==> config.mk <==
export PLATFORM = sky130hd
export DESIGN_NAME = i2s_capture_sequencer
export DESIGN_NICKNAME = d
export VERILOG_FILES = /design/src/rtl/i2s_capture_sequencer.sv
export SDC_FILE = /design/constraint.sdc
export NUM_CORES = 1
export LEC_CHECK = 0
export CORE_ASPECT_RATIO = 0.9
export CORE_MARGIN = 2
export CORE_UTILIZATION = 45
export DETAILED_ROUTE_END_ITERATION = 7
export GPL_TIMING_DRIVEN = 0
export HOLD_SLACK_MARGIN = 0.12
export PLACE_DENSITY = 0.76
export SYNTH_ARGS = -nofsm -noshare
export SYNTH_HDL_FRONTEND = slang
export SYNTH_SLANG_ARGS = --single-unit
==> constraint.sdc <==
create_clock -name clock_in -period 3.43 [get_ports clock_in]
set_input_delay 0.8575 -clock clock_in [delete_from_list [all_inputs] [get_ports clock_in]]
set_output_delay 0.8575 -clock clock_in [all_outputs]
set_load 0.005 [all_outputs]
==> src/rtl/i2s_capture_sequencer.sv <==
`timescale 1ns/1ps
// i2s_capture_sequencer
//   Sequences the I2S mic receiver (reset + start-up wait) and writes blocks
//   of stereo samples {left,right} into the capture BRAM.
//   Optional feature macro: CAPTURE_TRIGGER_EN (adds a level-triggered ARM
//   state between an accepted start and the capture itself).
module i2s_capture_sequencer #(
  parameter int ADDR_WIDTH     = 12,
  parameter int WARMUP_CYCLES  = 1_000_000,
  parameter int TRIG_THRESHOLD = 2048
) (
  input  logic                  clock_in,
  input  logic                  reset_in,
  input  logic                  enable_in,
  input  logic                  start_in,
  input  logic [ADDR_WIDTH-1:0] length_in,
  input  logic                  new_sample_in,
  input  logic [15:0]           left_sample_in,
  input  logic [15:0]           right_sample_in,
  output logic                  rx_reset_out,
  output logic                  wr_en_out,
  output logic [ADDR_WIDTH-1:0] wr_addr_out,
  output logic [31:0]           wr_data_out,
  output logic                  ready_out,
  output logic                  busy_out,
  output logic                  done_out,
  output logic                  abort_out
);

  localparam int CW = (WARMUP_CYCLES > 1) ? $clog2(WARMUP_CYCLES) : 1;

  // ST_FINISH is the one-cycle slot after the last write in which done is raised
  typedef enum logic [2:0] {
    ST_OFF,
    ST_WARMUP,
    ST_IDLE,
    ST_CAPTURE,
    ST_FINISH,
    ST_ARM
  } state_t;

  state_t                state_q, state_d;
  logic [CW-1:0]         warm_cnt_q, warm_cnt_d;
  logic [ADDR_WIDTH-1:0] addr_q, addr_d;
  logic [ADDR_WIDTH-1:0] len_q, len_d;
  logic                  wr_en_q, wr_en_d;
  logic [ADDR_WIDTH-1:0] wr_addr_q, wr_addr_d;
  logic [31:0]           wr_data_q, wr_data_d;
  logic                  done_q, done_d;
  logic                  abort_q, abort_d;
  logic                  busy;

`ifdef CAPTURE_TRIGGER_EN
  // Magnitude taken at 17 bits so that -32768 maps to +32768
  function automatic logic over_threshold(input logic [15:0] s);
    logic [16:0] ext;
    logic [16:0] mag;
    ext = {s[15], s};
    mag = s[15] ? (17'd0 - ext) : ext;
    return (mag >= 17'(TRIG_THRESHOLD));
  endfunction
`endif

  assign busy = (state_q == ST_CAPTURE) || (state_q == ST_FINISH) || (state_q == ST_ARM);

  // Next-state and registered-output computation
  always_comb begin
    state_d    = state_q;
    warm_cnt_d = warm_cnt_q;
    addr_d     = addr_q;
    len_d      = len_q;
    wr_en_d    = 1'b0;
    wr_addr_d  = wr_addr_q;
    wr_data_d  = wr_data_q;
    done_d     = 1'b0;
    abort_d    = 1'b0;

    if (!enable_in) begin
      // Dropping enable overrides everything, including a same-cycle strobe
      state_d    = ST_OFF;
      warm_cnt_d = '0;
      abort_d    = busy;
    end else begin
      case (state_q)
        ST_OFF: begin
          state_d    = ST_WARMUP;
          warm_cnt_d = '0;
        end
        ST_WARMUP: begin
          if (warm_cnt_q == CW'(WARMUP_CYCLES - 1)) state_d = ST_IDLE;
          else warm_cnt_d = warm_cnt_q + 1'b1;
        end
        ST_IDLE: begin
          if (start_in) begin
            len_d  = length_in;
            addr_d = '0;
`ifdef CAPTURE_TRIGGER_EN
            state_d = ST_ARM;
`else
            state_d = ST_CAPTURE;
`endif
          end
        end
`ifdef CAPTURE_TRIGGER_EN
        ST_ARM: begin
          if (new_sample_in &&
              (over_threshold(left_sample_in) || over_threshold(right_sample_in))) begin
            wr_en_d   = 1'b1;
            wr_addr_d = addr_q;
            wr_data_d = {left_sample_in, right_sample_in};
            if (addr_q == len_q) state_d = ST_FINISH;
            else begin
              addr_d  = addr_q + 1'b1;
              state_d = ST_CAPTURE;
            end
          end
        end
`endif
        ST_CAPTURE: begin
          if (new_sample_in) begin
            wr_en_d   = 1'b1;
            wr_addr_d = addr_q;
            wr_data_d = {left_sample_in, right_sample_in};
            if (addr_q == len_q) state_d = ST_FINISH;
            else addr_d = addr_q + 1'b1;
          end
        end
        ST_FINISH: begin
          done_d  = 1'b1;
          state_d = ST_IDLE;
        end
        default: state_d = ST_OFF;
      endcase
    end
  end

  // State and output registers
  always_ff @(posedge clock_in) begin
    if (reset_in) begin
      state_q    <= ST_OFF;
      warm_cnt_q <= '0;
      addr_q     <= '0;
      len_q      <= '0;
      wr_en_q    <= 1'b0;
      wr_addr_q  <= '0;
      wr_data_q  <= '0;
      done_q     <= 1'b0;
      abort_q    <= 1'b0;
    end else begin
      state_q    <= state_d;
      warm_cnt_q <= warm_cnt_d;
      addr_q     <= addr_d;
      len_q      <= len_d;
      wr_en_q    <= wr_en_d;
      wr_addr_q  <= wr_addr_d;
      wr_data_q  <= wr_data_d;
      done_q     <= done_d;
      abort_q    <= abort_d;
    end
  end

  assign rx_reset_out = (state_q == ST_OFF);
  assign ready_out    = (state_q == ST_IDLE);
  assign busy_out     = busy;
  assign wr_en_out    = wr_en_q;
  assign wr_addr_out  = wr_addr_q;
  assign wr_data_out  = wr_data_q;
  assign done_out     = done_q;
  assign abort_out    = abort_q;

endmodule

# After elaboration in Yosys (flattened, before gate mapping)
# Index checks and enable logic that the tools add are counted.
totals:
  reg_bits: 94
  input_bits: 49
  output_inout_bits: 50
  wordCells: 52
op_classes:
  addsub: 2
  eq_ne: 13
  muxes: 13
  bitwise_logic: 2
  n_reduce_logical: 13
ops:
  columns: ["op", "n"]
  rows:
  - ["one-hot mux 20 bit (2 select lines)", 1]
  - ["2-to-1 mux 12 bit", 3]
  - ["one-hot mux 12 bit (2 select lines)", 1]
  - ["adder 20 x 1 -> 20 bit (second input constant)", 1]
  - ["equality test 20 bit (second input constant)", 1]
  - ["2-to-1 mux 20 bit", 1]
  - ["one-hot mux 3 bit (5 select lines)", 1]
  - ["adder 12 x 1 -> 12 bit (second input constant)", 1]
  - ["equality test 12 bit", 1]
  - ["2-to-1 mux 3 bit", 4]
  - ["inequality test 2 bit (second input constant)", 5]
  - ["equality test 3 x 2 -> 1 bit (second input constant)", 2]
  - ["equality test 3 bit (second input constant)", 2]
  - ["AND reduction 3 bit", 2]
  - ["AND reduction 5 bit", 1]
  - ["AND reduction 4 bit", 1]
  - ["nonzero test 2 bit", 2]
  - ["OR reduction 2 bit", 2]
  - ["equality test 3 x 1 -> 1 bit (second input constant)", 1]
  - ["zero test 3 bit", 1]
  - ["OR reduction 3 bit", 1]
  - ["logical OR 1 bit", 2]
  - ["2-to-1 mux 1 bit", 2]
  - ["inequality test 2 x 1 -> 1 bit (second input constant)", 1]
  - ["other kinds (2)", 3]

# Longest topological paths before layout
# Gate-level depths: netlist of run 1.
logic_depth:
  depth_word: 4
  depth_mapped: 8
  mapped_depth_nobuf: 6

# Worst setup path before layout of run 1
# Ideal clock, no wire load.
synth_path:
  path_kind: "in2reg"
  startpoint: "input reset_in"
  endpoint: "register warm_cnt_q[6]"
  setup_ns: 0.069
  arrival_time_ns: 1.945
  required_time_ns: 3.361
  path_slack_ns: 1.416
  path_stages: 5
  path_buffers: 1
  path_cell_list: "clkbuf_1 > nor2b_1 > nand2_1 > or4_1 > o21ai_1"
synth_between:
  elab_chain_cells: 1
synth_rtl:
  columns: ["element", "line_no", "rtl"]
  rows:
  - ["start: declaration", "13", "input logic reset_in,"]
  - ["OR reduction 2 bit (no line)", null, null]
  - ["end signal: assignment", "151", "warm_cnt_q <= warm_cnt_d;"]
  - ["end: declaration", "43", "logic [CW-1:0] warm_cnt_q, warm_cnt_d;"]
# No other way between the ends.
# A chain may end at the register's enable or synchronous reset.

# Worst setup path after layout of run 1
layout_path:
  startpoint: "register state_q[2]"
  endpoint: "output busy_out"
layout_between:
  elab_chain_cells: 3
  word_cells_on_any_way: 5
  cone_classes: "3 x eq/ne; 2 x reduce/logical"
layout_rtl:
  columns: ["element", "line_no", "rtl"]
  rows:
  - ["start: declaration", "42", "state_t state_q, state_d;"]
  - ["start signal: assignment", "150", "state_q <= state_d;"]
  - ["equality test 3 x 2 -> 1 bit / equality test 3 bit (equally long branches)", "64", "assign busy = (state_q == ST_CAPTURE) || (state_q == ST_FINISH) || (state_q == ST_ARM);"]
  - ["logical OR 1 bit", "64", null]
  - ["logical OR 1 bit (*)", "64", null]
  - ["end: declaration", "25", "output logic busy_out,"]
# Mark *: on every way between the ends. The rest lies on a longest branch, timed or not.

==> impl_results.md, run 1 <==
- Status: finished clean
- Register area: 1882 µm²
- Clk sink count: 94
- Ys Warns: 0
- Fmax: 356.4 MHz
- Critical path buffers and inverters: 2
- WL per Instance: 13.51 µm
- PortBufs: 97
- Multi-input logic area: 2062 µm²
- Area grow syn2layout: 31.27%
- Critical Path RT: 2.57 ns
- Layout Nets: 666
- Filler cell count: 794
- Slew Limit Fails: 0
- Synth area leader: dfxtp_1
- Most common cell after layout, fill and taps aside: nand2_1
- Final instance area: 5436 µm²
- RSZ-0062 raised after global routing: no
- Worst-skew pair later-pin latency: 0.36 ns
- Post-CTS Hold Fix Bufs: 0
- Least-Margin Pin Slew: 0.5900 ns
- Starting Density: 45.80%
- CTS max path bufs: 2
- Fraction of registers with async set/reset: 0%
- Number of max-cap violations: 0
- Setup Buffers After CTS: 0
- Crit share post-route: 81.79%
- Tmin final: 2.805 ns
- Startpoint class of the critical path: flop
- Die height: 95.01 µm
- Root Driver: clkbuf_8
- Final Core Density: 60.12%
- First-pass GRT wire length: 16060 µm
- Synth area leaders: dfxtp_1, nand2_1, a21oi_1
- Placer Congestion: 0.8605
- Num rows: 33
- Worst Clk Skew: 0.01030 ns
- Drt first pass iters: 4
- Worst min path class: reg2reg
- DRT Wirelength: 10010 µm
- Max IR drop VDD: 0.0001721 V
- Post-route ant nets: 0
- # DRC: 0
- CP Data Arrival Time: 1.95 ns
- Worst rel slew slack: 60.37%
- CP endpoint kind: primary output
- Crit-path max cell delay: 0.57 ns
- GRT overflow: 0
- Cell family with most CP delay: buffers and inverters
- Share of post-route cells with drive strength above 1: 8.078%
- H-tree Lvls: 3
- Die X-Extent: 105.1 µm
- CTS clk-pin slew, worst paths: 0.09 ns
- Most frequent cells in the layout: nand2_1, clkdlybuf4s50_1, dfxtp_1, a21oi_1, nor2_1
- Cells after Synth: 507
- Syn_nets: 558
- Largest net degree at the start of global routing: 17
- Lkg Pwr: 1.777 nW
- Via/cell ratio: 5.246
- Crit Path Max Fanout: 10
- Clock buffer count from CTS: 9
- HPWL after DPL: 7382 µm
- Final Hold Fails: 0
- Total power: 1.844 mW
- Post-CTS Resized: 0
- Final-report setup violation count: 0
- Setup CP Type: reg2out
- Ys flop type: dfxtp_1
- Seq/Total Area, Yosys: 45.44%
- Ant diodes: 0
- Number of global-route vias before repair: 3399
- Syn_area_per_cell: 8.169 µm²
- Vias: 3887
- Number of enable flip-flop cells after synthesis: 0
- Initial antenna violation count: 0
- Slowest CP cell: clkdlybuf4s50_1
- Power Dens Cells: 339.2 nW/µm²
- CP cell instances: buf_2 -> nand3b_1 -> o21ai_0 -> clkdlybuf4s50_1
- Die area: 9987 µm²
- I/O pin count: 99
- Setup_tns: 0 ns
- CTS tree: built
- Share of the synthesized area in the top cell type: 45.44%
- Cell variety after synth: 58
- Core area: 9042 µm²
- GRT Overall Usage: 19.70%
- Seq cells post-synth: 94
- Cell Area, Placed: 5265 µm²
- Initial DRC count: 310
- Cell area after synthesis: 4141 µm²
final timing paths:
path	slack, ns	depth (start not counted)	startpoint	to
min reg2reg	0.46	2	wr_data_out[30]	wr_data_out[30]
min	0.46	2	wr_data_out[30]	wr_data_out[30]
max	0.62	4	state_q[2]	busy_out
max reg2reg	1.43	6	warm_cnt_q[0]	warm_cnt_q[0]
worst min-delay path, delay by kind of cell (launching register included):
kind             cells  cell delay (ns)
flip-flops           1             0.32
AND/OR/NAND/NOR      1             0.05
AO/OA/AOI/OAI        1             0.05
Yosys cell counts (3+ instances only):
library cell,count
nor3b_1,3
a31oi_1,3
inv_1,14
o21ai_0,9
or3_1,6
o31ai_1,3
a2bb2oi_1,3
buf_6,3
and3_1,6
nand2_1,138
a21oi_1,66
xnor2_2,4
dfxtp_1,94
or4_1,3
mux2i_1,3
nor3_1,12
clkbuf_1,11
a21boi_0,3
and4_1,3
o21ai_1,3
xnor2_1,13
o311ai_1,4
nor4_1,5
nand3b_1,3
nand3_1,14
nand4_1,9
buf_2,14
nor2_1,17
final cells by class:
type | instances | share of cell area (%)
buffer | 28 | 2.670
clock buffer | 9 | 2.278
multi-input combinational | 371 | 37.93
sequential | 94 | 34.61
inverter | 14 | 0.9666
timing repair buffer | 97 | 17.86
tap | 122 | 2.808
clock inverter | 6 | 0.8746
report_power, final:
group          switching (mW)  internal [mW]
registers            0.000763           1.09
clock network           0.398          0.265
logic                  0.0337         0.0550
total                   0.433           1.41
cell families (layout without fill, tap and decap cells):
| group | after synthesis | in the layout | synth area share (%) |
|---|---|---|---|
| AO/OA/AOI/OAI | 109 | 109 | 15.65 |
| multiplexers | 4 | 4 | 0.9970 |
| flip-flops | 94 | 94 | 45.44 |
| adder cells (fa/ha/maj) | 2 | 2 | 0.6041 |
| AND/OR/NAND/NOR | 239 | 239 | 28.22 |
| XOR/XNOR | 17 | 17 | 4.320 |
| buffers and inverters | 42 | 154 | 4.773 |
metrics by stage:
step                cells  setup WS (ns)  hold slack, ns
floorplan             507          1.416          0.4449
global placement      726         0.5928          0.4415
detailed placement    726         0.5328          0.4477
CTS                   741         0.6167          0.4610
global route          741         0.5264          0.4829
finish                741         0.6245          0.4571
routing by layer:
| metal | track usage [%] | share of wire [%] | wire length, µm |
|---|---|---|---|
| met3 | 3.213 | 5.4 | 544 |
| met2 | 30.57 | 45 | 4540 |
| met5 | 0 | 0 | 0 |
| met4 | 7.111 | 1.4 | 138 |
| met1 | 27.86 | 48 | 4790 |
sequential cells by signal (all words and copies together) (netlist names):
register     count
abort_out        1
addr_q          12
done_out         1
len_q           12
state_q          3
warm_cnt_q      20
wr_addr_out     12
wr_data_out     32
wr_en_out        1
(Power assumes the default switching activity.)
==> inputs of run 2 (changes only) <==
==> constraint.sdc (replaced) <==
create_clock -name clock_in -period 2.65 [get_ports clock_in]
set_input_delay 0.6625 -clock clock_in [delete_from_list [all_inputs] [get_ports clock_in]]
set_output_delay 0.6625 -clock clock_in [all_outputs]
set_load 0.005 [all_outputs]
==> run 2 against run 1 <==
Combinational power up 30%. Sequential cell count did not move. Setup slack got worse by 0.50 ns. Critical path depth did not move. Total power is 29% higher. Clock skew about the same. Sequential share of layout area about the same. Sequential power grew 29%. Die area did not move. Via count increased by 0.10%. Non-clock buffer count increased by 1. Critical path type unchanged. Largest cell class unchanged. Largest power group unchanged.
==> impl_results.md, run 2 (synthesis results as in run 1) <==
- Root Driver: clkbuf_8
- Number of max-cap violations: 0
- Fmax: 396.1 MHz
- Vias: 3891
- Startpoint class of the critical path: flop
- Ant diodes: 0
- Initial DRC count: 313
- Core area: 9042 µm²
- CTS clk-pin slew, worst paths: 0.09 ns
- Setup CP Type: reg2out
- Non-filler cells, final: 742
- Initial antenna violation count: 0
- Clock buffer count from CTS: 9
- Power Dens Cells: 437.8 nW/µm²
- Slowest CP cell: clkdlybuf4s50_1
- RSZ-0062 raised after global routing: no
- Share of post-route cells with drive strength above 1: 8.226%
- Area grow syn2layout: 31.45%
- Setup_tns: 0 ns
- Largest net degree at the start of global routing: 17
- Worst rel slew slack: 59.76%
- Starting Density: 45.80%
- CP cell instances: buf_2 -> or3_4 -> inv_1 -> clkdlybuf4s50_1
- Status: finished clean
- Worst min path class: reg2reg
- DRT Wirelength: 10020 µm
- GRT overflow: 0
- PortBufs: 97
- Critical path buffers and inverters: 3
- CP Data Arrival Time: 1.86 ns
- Via/cell ratio: 5.244
- Total power: 2.383 mW
- Clk sink count: 94
- Drt first pass iters: 5
- DP Cell Count: 726
- Number of global-route vias before repair: 3399
- GRT Overall Usage: 19.70%
- Final Hold Fails: 0
- CTS max path bufs: 2
- Slew Limit Fails: 0
- First-pass GRT wire length: 16060 µm
- Tmin final: 2.524 ns
- Num rows: 33
- Lkg Pwr: 1.782 nW
- Max FFs per register: 32
- Max IR drop VDD: 0.0002233 V
- Die height: 95.01 µm
- CP endpoint kind: primary output
- Post-CTS Hold Fix Bufs: 0
- Layout Nets: 667
- Critical Path RT: 1.99 ns
- Worst Clk Skew: 0.01010 ns
- Placer Congestion: 0.8605
- Most common cell after layout, fill and taps aside: nand2_1
- Die area: 9987 µm²
- # DRC: 0
- Crit Path Max Fanout: 10
- H-tree Lvls: 3
- CTS tree: built
- Most frequent cells in the layout: nand2_1, clkdlybuf4s50_1, dfxtp_1, a21oi_1, nor2_1
- Crit-path max cell delay: 0.50 ns
- Worst-skew pair later-pin latency: 0.36 ns
- Cell family with most CP delay: buffers and inverters
- I/O pin count: 99
- Final-report setup violation count: 0
- Least-Margin Pin Slew: 0.5991 ns
- Crit share post-route: 95.26%
- WL per Instance: 13.50 µm
- Post-route ant nets: 0
- HPWL after DPL: 7382 µm
- R2R Setup Slk: 0.65 ns
- Die X-Extent: 105.1 µm
run 2: changes by cell type in the layout (fill, tap and decap cells not counted), sizes merged:
cell / previous run / this run
buf: 17 / 18
run 2: final cells by class:
type,instances,area [µm²]
plain buffers,28,145.1
clock buffers,9,123.9
clock inverters,6,47.55
fillers,793,3598
inverters,14,52.55
multi-input cells,371,2062
flip-flops and latches,94,1882
well taps,122,152.6
repair buffers,98,978.4
run 2: timing repair:
| action | 4_1_cts | 5_1_grt |
|---|---|---|
| hold endpoints to repair | 0 | 0 |
| endpoints found under the setup margin | 0 | 1 |
| gates resized for setup | 0 | 1 |
| buffers inserted | 0 | 1 |
run 2: per-stage QoR:
stage	hold slack (ns)	util, %	instance area (µm²)	setup WS (ns)
6_report	0.4571	60.20	5444	0.1256
5_1_grt	0.4829	60.20	5444	0.07417
4_1_cts	0.4610	60.12	5436	0.03169
3_5_place_dp	0.4477	58.23	5265	-0.05217
3_3_place_gp	0.4415	58.23	5265	0.007844
2_1_floorplan	0.4449	-	4141	0.8309
run 2: report_power, final:
| group | switching [mW] | total [mW] | internal (mW) |
|---|---|---|---|
| sequential | 0.000996 | 1.41 | 1.41 |
| combinational | 0.0437 | 0.115 | 0.0712 |
| clock | 0.512 | 0.855 | 0.342 |
run 2: worst register-to-register path, delay by kind of cell (launching register included):
kind                     cells  cell delay, ns
multiplexers                 1            0.37
AND/OR/NAND/NOR              3            0.63
adder cells (fa/ha/maj)      1            0.24
AO/OA/AOI/OAI                1            0.25
flip-flops                   1            0.42
run 2: path summary, 6_finish.rpt:
check,startpoint,endpoint,depth (start not counted)
max,state_q[2],rx_reset_out,4
min,wr_data_out[30],wr_data_out[30],2
max reg2reg,warm_cnt_q[0],warm_cnt_q[0],6
min reg2reg,wr_data_out[30],wr_data_out[30],2
run 2: metal layers:
metal / track usage, % / vias to the layer above / part of all wire (%)
li1: - / 1979 / -
met1: 27.86 / 1779 / 47
met2: 30.57 / 122 / 46
met3: 3.213 / 11 / 5.4
met4: 7.111 / 0 / 1.4
met5: 0 / - / 0
==> inputs of run 3 (changes only) <==
--- a/config.mk
+++ b/config.mk
@@ -5,6 +5,7 @@
 export SDC_FILE = /design/constraint.sdc
 export NUM_CORES = 1
 export LEC_CHECK = 0
+export ABC_CLOCK_PERIOD_IN_PS = 2650
 export CORE_ASPECT_RATIO = 0.9
 export CORE_MARGIN = 2
 export CORE_UTILIZATION = 45
==> results of run 3 <==
The final DEF is identical to that of run 2; final timing and power are the same.
